==> src/rtl/mdu_rv32m_if.sv <==
// Operand/result bundle between the issue stage, the multiply/divide unit and write-back.
// The master drives the operation request; the slave returns busy/done and the result.
interface mdu_rv32m_if #(
    parameter int XLEN = 32
);
    logic            start;
    logic [2:0]      funct3;
    logic [XLEN-1:0] rs1_in;
    logic [XLEN-1:0] rs2_in;
    logic [4:0]      rd_addr_in;
    logic            busy;
    logic            done;
    logic [XLEN-1:0] result;
    logic [4:0]      rd_addr_out;
    logic            rd_write;

    modport master (
        output start, funct3, rs1_in, rs2_in, rd_addr_in,
        input  busy, done, result, rd_addr_out, rd_write
    );

    modport slave (
        input  start, funct3, rs1_in, rs2_in, rd_addr_in,
        output busy, done, result, rd_addr_out, rd_write
    );
endinterface

==> src/rtl/mdu_rv32m.sv <==
// Iterative RV32M multiply/divide: shift-add multiply and restoring divide on magnitudes.
// Latency: start at edge k, done pulses in the cycle after edge k+33 for every op.
// Backpressure: busy stalls the pipeline; start is only accepted while idle, never queued.
module mdu_rv32m #(
    parameter int XLEN = 32
) (
    input  logic        clock,
    input  logic        reset,
    mdu_rv32m_if.slave  bus
);
    localparam int CW = $clog2(XLEN);

    localparam logic [2:0] F_MUL    = 3'b000;
    localparam logic [2:0] F_MULH   = 3'b001;
    localparam logic [2:0] F_MULHSU = 3'b010;
    localparam logic [2:0] F_DIV    = 3'b100;
    localparam logic [2:0] F_REM    = 3'b110;

    localparam logic [XLEN-1:0] MIN_NEG = {1'b1, {(XLEN-1){1'b0}}};

    typedef enum logic [1:0] {IDLE, CALC, FIN} state_t;

    state_t          state_q, state_d;
    logic [CW-1:0]   cnt_q, cnt_d;
    logic [2:0]      f3_q, f3_d;
    logic [XLEN-1:0] op_q, op_d;
    logic [XLEN-1:0] hi_q, hi_d;
    logic [XLEN-1:0] lo_q, lo_d;
    logic [XLEN-1:0] rs1_q, rs1_d;
    logic [XLEN-1:0] result_q, result_d;
    logic [4:0]      rd_q, rd_d;
    logic            neg_q, neg_d;
    logic            neg_rem_q, neg_rem_d;
    logic            div_zero_q, div_zero_d;
    logic            ovf_q, ovf_d;
    logic            done_q, done_d;

    logic              sgn1, sgn2;
    logic [XLEN-1:0]   mag1, mag2;
    logic [XLEN:0]     mul_sum;
    logic [XLEN:0]     div_shift;
    logic              div_ge;
    logic [2*XLEN-1:0] prod, prod_fin;
    logic [XLEN-1:0]   quo_fin, rem_fin;

    always_comb begin
        sgn1 = bus.rs1_in[XLEN-1] &
               ((bus.funct3 == F_MULH) || (bus.funct3 == F_MULHSU) ||
                (bus.funct3 == F_DIV)  || (bus.funct3 == F_REM));
        sgn2 = bus.rs2_in[XLEN-1] &
               ((bus.funct3 == F_MULH) || (bus.funct3 == F_DIV) || (bus.funct3 == F_REM));
        mag1 = sgn1 ? -bus.rs1_in : bus.rs1_in;
        mag2 = sgn2 ? -bus.rs2_in : bus.rs2_in;

        // Multiply: {hi,lo} holds partial product over the shifting multiplier.
        mul_sum  = {1'b0, hi_q} + {1'b0, (lo_q[0] ? op_q : {XLEN{1'b0}})};
        // Divide: hi is the partial remainder, lo shifts dividend out and quotient in.
        div_shift = {hi_q, lo_q[XLEN-1]};
        div_ge    = div_shift >= {1'b0, op_q};

        prod     = {hi_q, lo_q};
        prod_fin = neg_q ? -prod : prod;
        quo_fin  = neg_q ? -lo_q : lo_q;
        rem_fin  = neg_rem_q ? -hi_q : hi_q;
    end

    always_comb begin
        state_d    = state_q;
        cnt_d      = cnt_q;
        f3_d       = f3_q;
        op_d       = op_q;
        hi_d       = hi_q;
        lo_d       = lo_q;
        rs1_d      = rs1_q;
        result_d   = result_q;
        rd_d       = rd_q;
        neg_d      = neg_q;
        neg_rem_d  = neg_rem_q;
        div_zero_d = div_zero_q;
        ovf_d      = ovf_q;
        done_d     = 1'b0;

        case (state_q)
            IDLE: begin
                if (bus.start) begin
                    state_d    = CALC;
                    cnt_d      = '0;
                    f3_d       = bus.funct3;
                    rs1_d      = bus.rs1_in;
                    rd_d       = bus.rd_addr_in;
                    hi_d       = '0;
                    op_d       = bus.funct3[2] ? mag2 : mag1;
                    lo_d       = bus.funct3[2] ? mag1 : mag2;
                    neg_d      = sgn1 ^ sgn2;
                    neg_rem_d  = sgn1;
                    div_zero_d = (bus.rs2_in == '0);
                    ovf_d      = ((bus.funct3 == F_DIV) || (bus.funct3 == F_REM)) &&
                                 (bus.rs1_in == MIN_NEG) && (bus.rs2_in == '1);
                end
            end
            CALC: begin
                if (f3_q[2]) begin
                    if (div_ge) begin
                        hi_d = div_shift[XLEN-1:0] - op_q;
                        lo_d = {lo_q[XLEN-2:0], 1'b1};
                    end else begin
                        hi_d = div_shift[XLEN-1:0];
                        lo_d = {lo_q[XLEN-2:0], 1'b0};
                    end
                end else begin
                    hi_d = mul_sum[XLEN:1];
                    lo_d = {mul_sum[0], lo_q[XLEN-1:1]};
                end
                cnt_d = cnt_q + CW'(1);
                if (cnt_q == CW'(XLEN-1)) begin
                    state_d = FIN;
                end
            end
            FIN: begin
                state_d = IDLE;
                done_d  = 1'b1;
                if (!f3_q[2]) begin
                    result_d = (f3_q[1:0] == F_MUL[1:0]) ? prod_fin[XLEN-1:0]
                                                         : prod_fin[2*XLEN-1:XLEN];
                end else if (div_zero_q) begin
                    result_d = f3_q[1] ? rs1_q : '1;
                end else if (ovf_q) begin
                    result_d = f3_q[1] ? '0 : MIN_NEG;
                end else begin
                    result_d = f3_q[1] ? rem_fin : quo_fin;
                end
            end
            default: state_d = IDLE;
        endcase
    end

    always_ff @(posedge clock) begin
        if (reset) begin
            state_q    <= IDLE;
            cnt_q      <= '0;
            f3_q       <= '0;
            op_q       <= '0;
            hi_q       <= '0;
            lo_q       <= '0;
            rs1_q      <= '0;
            result_q   <= '0;
            rd_q       <= '0;
            neg_q      <= 1'b0;
            neg_rem_q  <= 1'b0;
            div_zero_q <= 1'b0;
            ovf_q      <= 1'b0;
            done_q     <= 1'b0;
        end else begin
            state_q    <= state_d;
            cnt_q      <= cnt_d;
            f3_q       <= f3_d;
            op_q       <= op_d;
            hi_q       <= hi_d;
            lo_q       <= lo_d;
            rs1_q      <= rs1_d;
            result_q   <= result_d;
            rd_q       <= rd_d;
            neg_q      <= neg_d;
            neg_rem_q  <= neg_rem_d;
            div_zero_q <= div_zero_d;
            ovf_q      <= ovf_d;
            done_q     <= done_d;
        end
    end

    assign bus.busy        = (state_q != IDLE);
    assign bus.done        = done_q;
    assign bus.result      = result_q;
    assign bus.rd_addr_out = rd_q;
    assign bus.rd_write    = done_q && (rd_q != 5'd0);
endmodule

==> src/flat_wrapper.sv <==
// flat-port wrapper written by rule: the top's interface ports become plain ports
module mdu_rv32m_flat 
#(
    parameter int XLEN = 32
)
  (clock, reset, bus_start, bus_funct3, bus_rs1_in, bus_rs2_in, bus_rd_addr_in, bus_busy, bus_done, bus_result, bus_rd_addr_out, bus_rd_write);
  mdu_rv32m_if #(.XLEN(XLEN)) bus_i ();
  input  logic clock;
  input  logic reset;
  input wire logic [$bits(bus_i.start)-1:0] bus_start;
  input wire logic [$bits(bus_i.funct3)-1:0] bus_funct3;
  input wire logic [$bits(bus_i.rs1_in)-1:0] bus_rs1_in;
  input wire logic [$bits(bus_i.rs2_in)-1:0] bus_rs2_in;
  input wire logic [$bits(bus_i.rd_addr_in)-1:0] bus_rd_addr_in;
  output wire logic [$bits(bus_i.busy)-1:0] bus_busy;
  output wire logic [$bits(bus_i.done)-1:0] bus_done;
  output wire logic [$bits(bus_i.result)-1:0] bus_result;
  output wire logic [$bits(bus_i.rd_addr_out)-1:0] bus_rd_addr_out;
  output wire logic [$bits(bus_i.rd_write)-1:0] bus_rd_write;
  assign bus_i.start = bus_start;
  assign bus_i.funct3 = bus_funct3;
  assign bus_i.rs1_in = bus_rs1_in;
  assign bus_i.rs2_in = bus_rs2_in;
  assign bus_i.rd_addr_in = bus_rd_addr_in;
  assign bus_busy = bus_i.busy;
  assign bus_done = bus_i.done;
  assign bus_result = bus_i.result;
  assign bus_rd_addr_out = bus_i.rd_addr_out;
  assign bus_rd_write = bus_i.rd_write;
  mdu_rv32m #(.XLEN(XLEN)) u_core (.clock(clock), .reset(reset), .bus(bus_i));
endmodule
==> config.mk <==
export PLATFORM = sky130hd
export DESIGN_NAME = mdu_rv32m_flat
export DESIGN_NICKNAME = d
export VERILOG_FILES = /design/src/rtl/mdu_rv32m_if.sv /design/src/rtl/mdu_rv32m.sv /design/src/flat_wrapper.sv
export SDC_FILE = /design/constraint.sdc
export NUM_CORES = 1
export LEC_CHECK = 0
export CORE_MARGIN = 3
export CORE_UTILIZATION = 60
export CTS_BUF_LIST = sky130_fd_sc_hd__clkbuf_4 sky130_fd_sc_hd__clkbuf_8
export CTS_CLUSTER_SIZE = 40
export DETAILED_ROUTE_END_ITERATION = 6
export PLACE_DENSITY_LB_ADDON = 0.12
export SYNTH_ARGS = -nofsm -noshare
export SYNTH_HDL_FRONTEND = slang
export SYNTH_SLANG_ARGS = --single-unit
==> constraint.sdc <==
create_clock -name clock -period 3.4 [get_ports clock]
set_input_delay 0.51 -clock clock [delete_from_list [all_inputs] [get_ports clock]]
set_output_delay 0.51 -clock clock [all_outputs]
set_load 0.005 [all_outputs]
==> summary.md <==
| Metric | Value |
|---|---|
| Rows | 59 |
| Slew margin rel. | 24.63% |
| Post-synthesis sequential area ratio | between 20% and 30% |
| GR Overflow Total | 0 |
| GR Util met1 | 58.57% |
| Seq. cell area | 3610 um^2 |
| P_leak | 7.567 nW |
| Crit path largest cell delay | between 0.6 and 0.7 ns |
| Wirelength per Cell | 24.44 um |
| TritonRoute pass-1 iters | 7 |
| Worst Path Max Fanout | 7 |
| Post-placement cell count | 2756 |
| Number of max-cap violations | 0 |
| Post-CTS Hold Buffers | 0 |
| Final Critical Period | 3.375 ns |
| Worst-path clk slew | ~0.12 ns |
| Post-Synthesis Cells | 2303 |
| Status | finished, violations left |
| Pwr dens | 335.4 nW/um^2 |
| Antenna diode count | 0 |
| Final instance area | 19070 um^2 |
| DR iter-0 viols | 3088 |
| Gpl congestion | approximately 1.1 |
| Global Route met2 Usage | 66.93% |
| Worst Hold Depth | 2 |
| Die Height | around 170 um |
| Violated checks | DRC |
| Most frequent cells in the layout | nand2_1 (322), nor2_1 (201), a21oi_1 (200) |
| Post-synth EDFFs | 0 |
| Final hold vios | 0 |
| Post-Syn Area per Cell | 7.073 um^2 |
| R2r worst-path depth | 8 |
| Post-CTS Setup Inserts | 0 |
| Total number of vias | just under 20000 |
| TritonCTS clock tree | done |
| CTS buffer count | 17 |
| IO Count | 115 |
| Drt drc | 9 |
| Post-synth top area share | 22.12% |
| Cell area after synthesis | about 16000 um^2 |
| Clk_skew | roughly 0.035 ns |
| Met3 usage | 14.58% |
| Core area | 26350 um^2 |
| First-pass GRT wire length | 102700 um |
| CTS Sinks | 180 |
| Slowest CP cell | or4_1 |
| Initial core utilization | 61.81% |
| Yosys cell types | 77 |
| Setup TNS | 0 ns |
| Final setup viols | 0 |
| Syn nets | 2451 |
| Fraction of the cycle the final worst path needs | 99.28% |
| Worst-Skew Late Latency | 0.51 ns |
| Worst r2r src | u_core.lo_q[4]$_SDFFE_PP0P_ |
| CTS root buffer | clkbuf_8 |
| Total GRT Usage | 45.41% |
| # fillers | 2223 |
| Hold path endpoint | u_core.bus.result[29]$_SDFFE_PP0P_ |
| Port Buffers | ~110 |
| CP Capture Type | flop |
| Critical path, cell by cell | or4_1 > nor4_1 > buf_4 > nand4_1 > or3_4 > o21ai_0 > xor2_1 > a2111oi_0 |
| Peak VDD IR | 0.2639 mV |
| Dpl hpwl | 52330 um |
| Synth Warn # | 0 |
| Dominant cell type by area after synthesis | dfxtp_1 |
| Critical path type | flop to flop |
| ANT nets after route | 0 |
| Critical Path AT | roughly 3.8 ns |
| Commonest non-fill, non-tap cell in the layout | nand2_1 |
| Synthesized flop and latch total | 180 |
| H-tree depth | 4 |
| Layout cells sized above 1 | 10.52% |
| Synth area leaders | dfxtp_1 (22%), nand2_1 (7.4%), a21oi_1 (6.2%), ha_1 (5.5%), xor2_1 (5.4%) |
| GRT Max-Usage Layer | met2 |
| Area taken by multi-input logic gates | ~12000 um^2 |
| Flop-to-flop setup slack | between 0.02 and 0.025 ns |
| Post-DP Area | 18600 um^2 |
| Asr flop ratio synth | 0% |
| Hold path start | u_core.bus.result[29]$_SDFFE_PP0P_ |
| Clock Tree Buf Depth | 2 |
| Chip Width | 170.8 um |
| Area Overhead vs Synth | 17.11% |
| Die area | 29160 um^2 |
| Fin cells | 2788 |
| Worst Path Required | around 3.8 ns |
| R2R Path End | u_core.bus.result[25]$_SDFFE_PP0P_ |
| Slew @ Worst Pin | 1.126 ns |
| Post-cts sizing count | 0 |
| Vias in the first global route | ~18000 |
| Post-synth top flop | dfxtp_1 |
| Pins over their slew limit | 0 |
| Fmax | 0.2963 GHz |
| Startpoint type of the worst setup path | flop |
| Nets | roughly 2600 |
| Routed wire length | 68140 um |
| Initial antenna violation count | 0 |
| Pin count of the biggest net entering global routing | 99 |
| Worst min path class | flop to flop |
| Via density | roughly 7 |
[routing by layer]
metal  routed length, um  vias up
li1                    -     8647
met1               25090     9000
met2               27930     1568
met3               10130      309
met4                4986        0
met5                   0        -
[area by class of cell]
cell class | count | area share (%)
Clock buffer | 17 | 1.227
Clock inverter | 15 | 1.036
Inverter | 67 | 1.318
Multi-Input combinational cell | 1881 | 61.98
Sequential cell | 180 | 18.92
Tap cell | 335 | 2.197
Timing Repair Buffer | 293 | 13.32
[worst max path at each step]
| stage | to | start |
|---|---|---|
| after CTS | u_core.bus.result[25]$_SDFFE_PP0P_ | u_core.hi_q[6]$_SDFFE_PP0P_ |
| after global placement | u_core.op_q[13]$_SDFFE_PP0P_ | bus_rs2_in[5] |
| final | u_core.bus.result[25]$_SDFFE_PP0P_ | u_core.lo_q[4]$_SDFFE_PP0P_ |
| after global routing | u_core.hi_q[29]$_SDFFE_PP0P_ | u_core.lo_q[0]$_SDFFE_PP0P_ |
| after floorplan | u_core.bus.result[31]$_SDFFE_PP0P_ | u_core.hi_q[6]$_SDFFE_PP0P_ |
| after detailed placement | u_core.op_q[13]$_SDFFE_PP0P_ | bus_rs2_in[5] |
[cell usage after synthesis (9+ instances only)]
| cell type | instances |
|---|---|
| nand3_1 | 49 |
| and2_1 | 13 |
| a311oi_1 | 11 |
| a31oi_1 | 28 |
| a21o_1 | 23 |
| xor2_1 | 101 |
| a221oi_1 | 17 |
| nand4_1 | 27 |
| a22oi_1 | 18 |
| mux2i_1 | 48 |
| nor2_1 | 202 |
| nor2b_1 | 21 |
| dfxtp_1 | 180 |
| xnor2_1 | 90 |
| nand2b_1 | 16 |
| ha_1 | 71 |
| or2_2 | 14 |
| o211ai_1 | 47 |
| o221ai_1 | 14 |
| clkbuf_1 | 149 |
| inv_1 | 65 |
| a211oi_1 | 43 |
| o21a_1 | 17 |
| and3_1 | 24 |
| or4_1 | 27 |
| buf_1 | 19 |
| nor4_1 | 24 |
| a21oi_1 | 203 |
| a221o_1 | 9 |
| o31ai_1 | 45 |
| o21ai_0 | 155 |
| or3_1 | 31 |
| nand2_1 | 323 |
| o41ai_1 | 17 |
| nor3_1 | 47 |
| a211o_1 | 10 |
[report_power, final]
group          switching, mW  internal, mW
Combinational           1.49         0.896
Sequential             0.130          2.22
Clock                   1.08         0.584
Total                   2.70          3.70
[worst max-delay path: cells and delay by family (launching register included)]
family	cells	cell delay, ns
AOI/OAI and AO/OA	2	0.62
buffers and inverters	1	0.18
and+or+nand+nor	4	1.95
xor gates and xnor gates	1	0.10
DFF	1	0.41
[metrics by stage]
stage / power, mW / setup WS (ns) / hold slack (ns) / utilization [%]
after floorplan: 3.751 / 0.3380 / 0.4319 / -
after global placement: 4.596 / 0.07474 / 0.4360 / 70.56
after detailed placement: 4.647 / 0.04950 / 0.4433 / 70.56
after CTS: 6.251 / 0.05398 / 0.4431 / 72.20
after global routing: 6.611 / -0.02349 / 0.4518 / 72.38
final: 6.397 / 0.02457 / 0.4540 / 72.38
[flip-flops by register name (all words and copies together) (netlist names)]
register                cells
u_core.bus.result          32
u_core.hi_q                32
u_core.lo_q                32
u_core.op_q                32
u_core.rs1_q               32
u_core.bus.rd_addr_out      5
u_core.cnt_q                5
u_core.f3_q                 3
u_core.state_q              2
u_core.bus.done             1
u_core.div_zero_q           1
u_core.neg_q                1
u_core.neg_rem_q            1
u_core.ovf_q                1
[cell families (layout without fill, tap and decap cells)]
group                      Yosys count  in the layout  synth area share, %
AOI/OAI and AO/OA                  726            726                29.03
xor gates and xnor gates           191            191                10.27
adders and majority gates           73             73                5.700
buffers and inverters              242            392                5.669
DFF                                180            180                22.12
muxes                               51             51                3.157
and+or+nand+nor                    840            840                24.05
Note: power is estimated with default switching activity, not from simulation.
